$ cat src/rtl/pipe_result_collector_pkg.sv
// Shared definitions for the pipeline result collector and the pipeline
// stage registers that feed it.
//   - RES_DEPTH_DEF / RES_WIDTH_DEF : default FIFO depth and sum width
//   - result_t                      : result record (sum + overflow flag)
//   - credit_ok()                   : launch-credit test shared by issuer logic
package pipe_result_collector_pkg;

  localparam int RES_DEPTH_DEF = 4;
  localparam int RES_WIDTH_DEF = 32;

  // Result record as carried by the final pipeline stage.
  typedef struct packed {
    logic [RES_WIDTH_DEF-1:0] sum;
    logic                     overflow;
  } result_t;

  // A new item may be launched only while stored plus in-flight results
  // leave at least one free FIFO slot for it.
  function automatic logic credit_ok(input int unsigned used,
                                     input int unsigned depth);
    return used < depth;
  endfunction

endpackage

$ cat src/rtl/pipe_result_collector_result_fifo.sv
// result_fifo: result storage for the collector.
//   clk, rst        : clock, synchronous active-high reset
//   wr_en, wr_data  : write request; accepted when not full or when a read
//                     happens in the same cycle
//   rd_en           : remove head (ignored when empty)
//   rd_data         : head entry, forced to zero while empty
//   count           : number of stored entries (0..DEPTH)
//   full, empty     : count == DEPTH / count == 0
module result_fifo #(
  parameter int DEPTH = 4,
  parameter int DW    = 33
) (
  input  logic                     clk,
  input  logic                     rst,
  input  logic                     wr_en,
  input  logic [DW-1:0]            wr_data,
  input  logic                     rd_en,
  output logic [DW-1:0]            rd_data,
  output logic [$clog2(DEPTH):0]   count,
  output logic                     full,
  output logic                     empty
);

  localparam int AW = $clog2(DEPTH);
  localparam int CW = AW + 1;

  logic [DW-1:0] mem_q [DEPTH];
  logic [AW-1:0] wr_ptr_q, wr_ptr_d;
  logic [AW-1:0] rd_ptr_q, rd_ptr_d;
  logic [CW-1:0] count_q, count_d;
  logic          do_wr, do_rd;

  assign full  = (count_q == CW'(DEPTH));
  assign empty = (count_q == '0);
  assign count = count_q;

  // A write into a full FIFO is only legal when the head leaves this cycle.
  assign do_rd = rd_en && !empty;
  assign do_wr = wr_en && (!full || do_rd);

  // NOTE: every always_comb output gets a default first so no latch is inferred.
  always_comb begin
    wr_ptr_d = wr_ptr_q;
    rd_ptr_d = rd_ptr_q;
    count_d  = count_q;
    // DEPTH is a power of two, so pointer overflow is the modulo wrap.
    if (do_wr) wr_ptr_d = wr_ptr_q + AW'(1);
    if (do_rd) rd_ptr_d = rd_ptr_q + AW'(1);
    case ({do_wr, do_rd})
      2'b10:   count_d = count_q + CW'(1);
      2'b01:   count_d = count_q - CW'(1);
      default: count_d = count_q;
    endcase
  end

  // NOTE: sequential state uses non-blocking assignments only.
  always_ff @(posedge clk) begin
    if (rst) begin
      wr_ptr_q <= '0;
      rd_ptr_q <= '0;
      count_q  <= '0;
    end else begin
      wr_ptr_q <= wr_ptr_d;
      rd_ptr_q <= rd_ptr_d;
      count_q  <= count_d;
    end
  end

  // NOTE: storage is deliberately not reset; only pointers and count are.
  always_ff @(posedge clk) begin
    if (do_wr) mem_q[wr_ptr_q] <= wr_data;
  end

  // Stale storage is hidden while empty so the outputs read zero after reset.
  assign rd_data = empty ? '0 : mem_q[rd_ptr_q];

endmodule

$ cat src/rtl/pipe_result_collector.sv
// pipe_result_collector: collects final results from a recirculating
// pipeline into a small FIFO and hands out launch credits to the issuer.
//   clk, rst                  : clock, synchronous active-high reset
//   in_valid, in_sum,
//   in_overflow, in_flag_next : final-stage item; stored only when valid
//                               and not recirculating
//   in_issue / issue_ok       : issuer launch request / credit available
//   res_valid, res_ready,
//   res_sum, res_overflow     : FIFO head handshake towards downstream
//   occupancy                 : stored result count
//   err_drop                  : sticky, set on a lost result or refused issue
module pipe_result_collector
  import pipe_result_collector_pkg::*;
#(
  parameter int DEPTH = RES_DEPTH_DEF,
  parameter int WIDTH = RES_WIDTH_DEF
) (
  input  logic                   clk,
  input  logic                   rst,
  input  logic                   in_valid,
  input  logic [WIDTH-1:0]       in_sum,
  input  logic                   in_overflow,
  input  logic                   in_flag_next,
  input  logic                   in_issue,
  output logic                   issue_ok,
  output logic                   res_valid,
  input  logic                   res_ready,
  output logic [WIDTH-1:0]       res_sum,
  output logic                   res_overflow,
  output logic [$clog2(DEPTH):0] occupancy,
  output logic                   err_drop
);

  localparam int CW = $clog2(DEPTH) + 1;

  logic          capture, pop, issue_acc;
  logic          fifo_full, fifo_empty;
  logic [WIDTH:0] head;
  logic [CW-1:0] inflight_q, inflight_d;
  logic          err_drop_q, err_drop_d;

  assign capture = in_valid && !in_flag_next;
  assign pop     = res_valid && res_ready;

  result_fifo #(
    .DEPTH (DEPTH),
    .DW    (WIDTH + 1)
  ) u_result_fifo (
    .clk     (clk),
    .rst     (rst),
    .wr_en   (capture),
    .wr_data ({in_overflow, in_sum}),
    .rd_en   (pop),
    .rd_data (head),
    .count   (occupancy),
    .full    (fifo_full),
    .empty   (fifo_empty)
  );

  assign res_valid    = !fifo_empty;
  assign res_sum      = head[WIDTH-1:0];
  assign res_overflow = head[WIDTH];

  // Credit depends on registered state only, never on this cycle's inputs.
  assign issue_ok  = credit_ok(int'(occupancy) + int'(inflight_q), DEPTH);
  assign issue_acc = in_issue && issue_ok;

  always_comb begin
    inflight_d = inflight_q;
    // A capture with nothing in flight (untracked item) must not underflow.
    if (issue_acc && !capture)
      inflight_d = inflight_q + CW'(1);
    else if (!issue_acc && capture && (inflight_q != '0))
      inflight_d = inflight_q - CW'(1);

    err_drop_d = err_drop_q
               | (capture && fifo_full && !pop)
               | (in_issue && !issue_ok);
  end

  always_ff @(posedge clk) begin
    if (rst) begin
      inflight_q <= '0;
      err_drop_q <= 1'b0;
    end else begin
      inflight_q <= inflight_d;
      err_drop_q <= err_drop_d;
    end
  end

  assign err_drop = err_drop_q;

endmodule

$ cat config.mk
export PLATFORM = sky130hd
export DESIGN_NAME = pipe_result_collector
export DESIGN_NICKNAME = d
export VERILOG_FILES = /design/src/rtl/pipe_result_collector_pkg.sv /design/src/rtl/pipe_result_collector_result_fifo.sv /design/src/rtl/pipe_result_collector.sv
export SDC_FILE = /design/constraint.sdc
export NUM_CORES = 1
export LEC_CHECK = 0
export BUFFER_PORTS_ARGS = -buffer_cell sky130_fd_sc_hd__buf_2
export CORE_MARGIN = 5
export CORE_UTILIZATION = 50
export DETAILED_ROUTE_END_ITERATION = 6
export GPL_ROUTABILITY_DRIVEN = 1
export PLACE_DENSITY = 0.74
export SLEW_MARGIN = 20
export SYNTH_ARGS = -nofsm -noshare
export SYNTH_HDL_FRONTEND = slang
export SYNTH_SLANG_ARGS = --single-unit
$ cat constraint.sdc
create_clock -name clk -period 2 [get_ports clk]
set_input_delay 0.1 -clock clk [delete_from_list [all_inputs] [get_ports clk]]
set_output_delay 0.1 -clock clk [all_outputs]
set_load 0.01 [all_outputs]
==> results of run 1 <==
-- worst reg2reg max path, cell delays in order, from the launching register on --
cell     delay, ns
dfxtp_4       0.36
ha_4          0.25
nor4b_4       0.25
nand3_2       0.12
fa_2          0.36
and4_1        0.17
a21oi_2       0.13
mux2_4        0.30
-- Yosys cell counts (3+ instances only) --
master / number / share of area
edfxtp_1: 132 / 0.68
and2_1: 37 / 0.040
mux4_2: 33 / 0.13
dfxtp_1: 13 / 0.045
nor2_1: 11 / 0.0071
ha_1: 7 / 0.015
inv_1: 7 / 0.0045
clkbuf_1: 5 / 0.0032
a21oi_1: 4 / 0.0035
buf_2: 4 / 0.0035
buf_6: 4 / 0.0078
nand2b_1: 4 / 0.0043
xor2_1: 3 / 0.0045
-- power groups by stage --
stage | Sequential, mW | Combinational (mW) | Clock [mW]
after global placement | 3.66 | 2.52 | 0
after floorplan | 3.66 | 1.71 | 0
after global routing | 3.65 | 2.89 | 3.05
final | 3.63 | 2.64 | 2.85
after detailed placement | 3.67 | 2.55 | 0
after CTS | 3.62 | 2.64 | 2.90
-- per-stage QoR --
step / setup WS [ns] / cells
after global routing: -0.122 / 581
after detailed placement: -0.0882 / 516
final: -0.0641 / 581
after CTS: -0.0809 / 580
after global placement: -0.000533 / 516
after floorplan: 0.00134 / 291
-- registers in the layout (all words and copies together), names as in the netlist, named ones only --
signal / count
u_result_fifo.rd_ptr_q: 2
inflight_q: 3
u_result_fifo.mem_q: 132
err_drop: 1
u_result_fifo.count: 3
u_result_fifo.wr_ptr_q: 2
-- cell families (layout without fill, tap and decap cells) --
family	Yosys count	in the layout	share of synthesized area
buffers and inverters	20	167	0.0190
and+or+nand+nor	68	68	0.0739
adders and majority gates	9	9	0.0221
DFF	145	145	0.730
muxes	37	37	0.137
AOI/OAI and AO/OA	7	7	0.00908
xor gates and xnor gates	5	5	0.00887
-- metal layers --
layer	track usage	up-vias	wire [µm]
met2	0.286	57	5650
li1	-	1407	-
met3	0.0481	19	460
met1	0.188	1539	4270
met5	0	-	0
met4	0.0710	0	198
-- what timing repair did --
| item | 4_1_cts | 5_1_grt |
|---|---|---|
| cloned | 0 | 1 |
| resized for setup | 2 | 3 |
| setup buffers | 1 | 0 |
| pin swaps | 3 | 0 |
| endpoints found under the setup margin | 2 | 6 |
| hold buffers | 34 | 0 |
| hold endpoints to repair | 133 | 0 |
-- final cells by class --
type	count	area, µm²	share of cell area
repair buffers	131	931	0.126
clock buffers	19	433	0.0584
multi-input cells	126	1510	0.204
well taps	143	179	0.0241
clock inverters	10	96.3	0.0130
flip-flops and latches	145	4240	0.572
inverters	7	26.3	0.00354
-- path summary, 6_finish.rpt --
check / slack, ns / cells past startpoint / endpoint
hold reg to reg: 0.53 / 2 / u_result_fifo.count[2]
setup / recovery: -0.06 / 7 / inflight_q[2]
setup reg to reg: -0.06 / 7 / inflight_q[2]
hold / removal: 0.03 / 2 / u_result_fifo.wr_ptr_q[0]
==> results.py, run 1 <==
metrics = {
    "floorplanning": {
        "ios": 78,
        "dieArea_mm2": 0.0138,
        "core_mm2": 0.0114,
        "start_util": 0.509,
        "num_rows": 39,
        "fp.dieW_um": 118,
        "die_h_um": 118,
    },
    "hold_path": {
        "holdCritPathClass": "primary input to flop",
        "hold_start": "rst",
    },
    "clock_network": {
        "clk_latency_ns": 0.41,
        "cts.path.max_buffers": 2,
        "cts_buffers": 17,
        "root_buffer": "clkbuf_16",
        "htreeDepth": 4,
        "clkTransAtPathRegs_ns": 0.05,
        "cts_num_sinks": 145,
        "cts_tree": "built",
    },
    "timing": {
        "worstMarginPinSlew_ns": 0.359,
        "period_share": 1.03,
        "max_freq_ghz": 0.484,
        "period_minus_slack_ns": 2.06,
        "hold_ws_ns": 0.0260,
        "slew_headroom": 0.761,
        "fin_skew_ns": 0.00544,
        "slew_violations": 0,
        "rsz0062_at_grt": "yes",
        "finalSetupTns_ns": -0.0641,
        "setup_violations": 1,
        "final_hold_viol_count": 0,
        "worst_slack_ns": -0.0641,
    },
    "synthesis": {
        "yosysWarnings": 0,
        "synthDistinctLibCells": 33,
        "synthCells": 291,
        "synth_seq_cells": 145,
        "ys_seq_area_frac": 0.730,
        "synth_area_mm2": 0.00579,
        "synth_ff_type": "edfxtp_1",
        "syn_avg_cell_area_um2": 19.9,
        "synthesis.nets": 339,
        "async_flop_share": 0,
        "synth_edf_count": 132,
    },
    "setup_path": {
        "startpoint": "u_result_fifo.count[2]",
        "cp_max_fo": 6,
        "arrival_ns": 2.37,
        "reg2reg_from": "u_result_fifo.count[2]",
        "critical_path_required_ns": 2.31,
        "worstPathCellList": "ha_4 -> nor4b_4 -> nand3_2 -> fa_2 -> and4_1 -> a21oi_2 -> mux2_4",
        "crit_family": "adder cells",
        "endpoint_kind": "flop",
        "critPathLaunchType": "flop",
        "crit_buf_inv": 0,
        "critPathMaxStageDelay_ns": 0.36,
        "crit_slowest_cell": "dfxtp_4",
        "crit_type": "flop to flop",
    },
    "place": {
        "placed_area_mm2": 0.00649,
        "place_congestion": 0.790,
        "io_buffer_count": 77,
        "dp_hpwl_um": 6290,
    },
    "power_and_ir_drop": {
        "switchingPower_mw": 2.45,
        "p_int_mw": 6.67,
        "seq_power_share": 0.398,
        "p_sw_frac": 0.268,
        "p_leak_nw": 2.68,
        "vdd_drop_max_mv": 0.730,
        "clock_power_share": 0.312,
        "comb_power_share": 0.290,
        "p_per_area_mw_per_mm2": 1230,
        "power_mw": 9.12,
    },
    "routing": {
        "post_drt_wl_per_cell_um": 18.2,
        "drt_iter0_drc": 184,
        "vias_per_cell": 5.20,
        "drtPass1Iterations": 4,
        "num_vias": 3022,
        "ant_nets": 0,
        "post-route-drc-count": 0,
        "wl_um": 10600,
    },
    "cells_and_area": {
        "final_util": 0.652,
        "fillers": 805,
        "syn_to_final_growth_pct": 28.1,
        "layout_commonest_cell": "edfxtp_1",
        "fin_area_mm2": 0.00741,
        "antenna_cells": 0,
        "nNetsFinal": 476,
        "drive_gt1_frac": 0.416,
        "layout_common_cells": "132 x edfxtp_1, 77 x buf_2, 34 x dlygate4sd3_1, 33 x mux4_2, 31 x and2_1",
    },
    "grt": {
        "grt_use_total": 0.164,
        "grt_pass1_wl_um": 17400,
        "grt_pass1_vias": 3355,
        "grt_max_degree": 36,
        "grt_overflow": 0,
        "antenna_found_initial": 0,
    },
    "run_status": {
        "outcome": "finished with violations",
        "violations": "setup timing",
    },
    "job": {
        "drv_cap": 0,
    },
}
Note: power is estimated with default switching activity, not from simulation.
==> run 2: changes to the inputs <==
Settings changed: SKIP_CTS_REPAIR_TIMING from default to 1.
==> results.py, run 2 (synthesized netlist as in run 1, its figures left out) <==
metrics = {
    "setup_path": {
        "crit_type": "flop to flop",
        "critical_path_required_ns": 2.31,
        "critPathMaxStageDelay_ns": 0.36,
        "crit_buf_inv": 0,
        "critPathLaunchType": "flop",
        "endpoint_kind": "flop",
        "crit_family": "simple AND/OR/NAND/NOR gates",
        "crit_slowest_cell": "dfxtp_4",
        "cp_max_fo": 5,
        "worstPathCellList": "ha_2 -> nor4b_4 -> nand3_2 -> fa_2 -> and4_1 -> a21oi_2 -> mux2_4",
        "arrival_ns": 2.38,
    },
    "routing": {
        "top_layer": "met4",
        "ant_nets": 0,
        "met3_length_um": 490,
        "wl_um": 10600,
        "drt_iter0_drc": 155,
        "num_vias": 3020,
        "drt-met1-wl_um": 4280,
        "wl_met2_um": 5660,
        "post-route-drc-count": 0,
        "drtPass1Iterations": 6,
        "vias_per_cell": 5.21,
        "post_drt_wl_per_cell_um": 18.3,
    },
    "grt": {
        "grt_max_degree": 36,
        "grt_overflow": 0,
        "grt_use_total": 0.160,
        "antenna_found_initial": 0,
        "grt_pass1_wl_um": 16800,
        "grt_pass1_vias": 3238,
    },
    "cells_and_area": {
        "antenna_cells": 0,
        "nNetsFinal": 475,
        "fin_cells": 580,
        "layout_common_cells": "132 x edfxtp_1, 77 x buf_2, 33 x mux4_2, 33 x dlygate4sd3_1, 30 x and2_1",
        "layout_commonest_cell": "edfxtp_1",
        "fillers": 809,
        "top_register": "u_result_fifo.mem_q",
        "drive_gt1_frac": 0.419,
        "largest_register_ffs": 132,
        "syn_to_final_growth_pct": 27.8,
        "final_util": 0.651,
    },
    "run_status": {
        "violations": "hold timing, setup timing",
        "outcome": "finished with violations",
    },
    "floorplanning": {
        "num_rows": 39,
        "fp.dieW_um": 118,
        "core_mm2": 0.0114,
        "dieArea_mm2": 0.0138,
        "die_h_um": 118,
        "ios": 78,
        "start_util": 0.509,
    },
    "clock_network": {
        "cts_num_sinks": 145,
        "cts_tree": "built",
        "cts.path.max_buffers": 2,
        "cts_buffers": 17,
        "clk_latency_ns": 0.42,
        "clkTransAtPathRegs_ns": 0.06,
        "htreeDepth": 4,
        "root_buffer": "clkbuf_16",
    },
    "timing": {
        "slew_headroom": 0.757,
        "period_minus_slack_ns": 2.07,
        "rsz0062_at_grt": "yes",
        "hold_ws_ns": -0.0112,
        "worst_slack_ns": -0.0742,
        "worstMarginPinSlew_ns": 0.365,
        "setup_violations": 2,
        "final_hold_viol_count": 1,
        "period_share": 1.04,
        "slew_violations": 0,
        "max_freq_ghz": 0.482,
        "fin_skew_ns": 0.00644,
    },
    "place": {
        "pre_cts_slack_ns": -0.0882,
        "place_congestion": 0.790,
        "dp_hpwl_um": 6290,
        "io_buffer_count": 77,
        "place_inst": 516,
    },
    "hold_path": {
        "holdCritPathClass": "primary input to flop",
    },
    "power_and_ir_drop": {
        "vdd_drop_max_mv": 0.727,
        "p_leak_nw": 2.68,
        "p_per_area_mw_per_mm2": 1230,
        "power_mw": 9.12,
    },
    "job": {
        "drv_cap": 0,
    },
}
[run 2: power by group]
group | switching (mW) | internal (mW)
logic | 1.25 | 1.40
registers | 0.129 | 3.50
clock network | 1.07 | 1.78
[run 2: layer usage]
layer,vias up,GRT usage
li1,1405,-
met3,19,0.0476
met5,-,0
met1,1533,0.181
met2,63,0.279
met4,0,0.0710
[run 2: layout make-up]
class                   count  area (µm²)  area share
flip-flops and latches    145        4240       0.573
multi-input cells         126        1500       0.203
repair buffers            130         921       0.124
clock buffers              19         433      0.0585
well taps                 143         179      0.0242
clock inverters            10        96.3      0.0130
inverters                   7        26.3     0.00355
[run 2: per-stage QoR]
stage	cell area (µm²)	setup TNS (ns)
CTS	7020	-0.137
finish	7400	-0.0833
global route	7400	-0.239
detailed placement	6490	-0.125
floorplan	5840	0
global placement	6490	-0.000533
[run 2: path summary, 6_finish.rpt]
kind         slack [ns]                endpoint  cells after the start                   start
max               -0.07           inflight_q[2]                      7  u_result_fifo.count[1]
min               -0.01                err_drop                      3                in_issue
max reg2reg       -0.07           inflight_q[2]                      7  u_result_fifo.count[1]
min reg2reg        0.53  u_result_fifo.count[2]                      2  u_result_fifo.count[2]
[run 2: worst min-delay path: stages]
cell      delay [ns]
buf_2           0.11
nand2b_1        0.08
a21oi_1         0.06
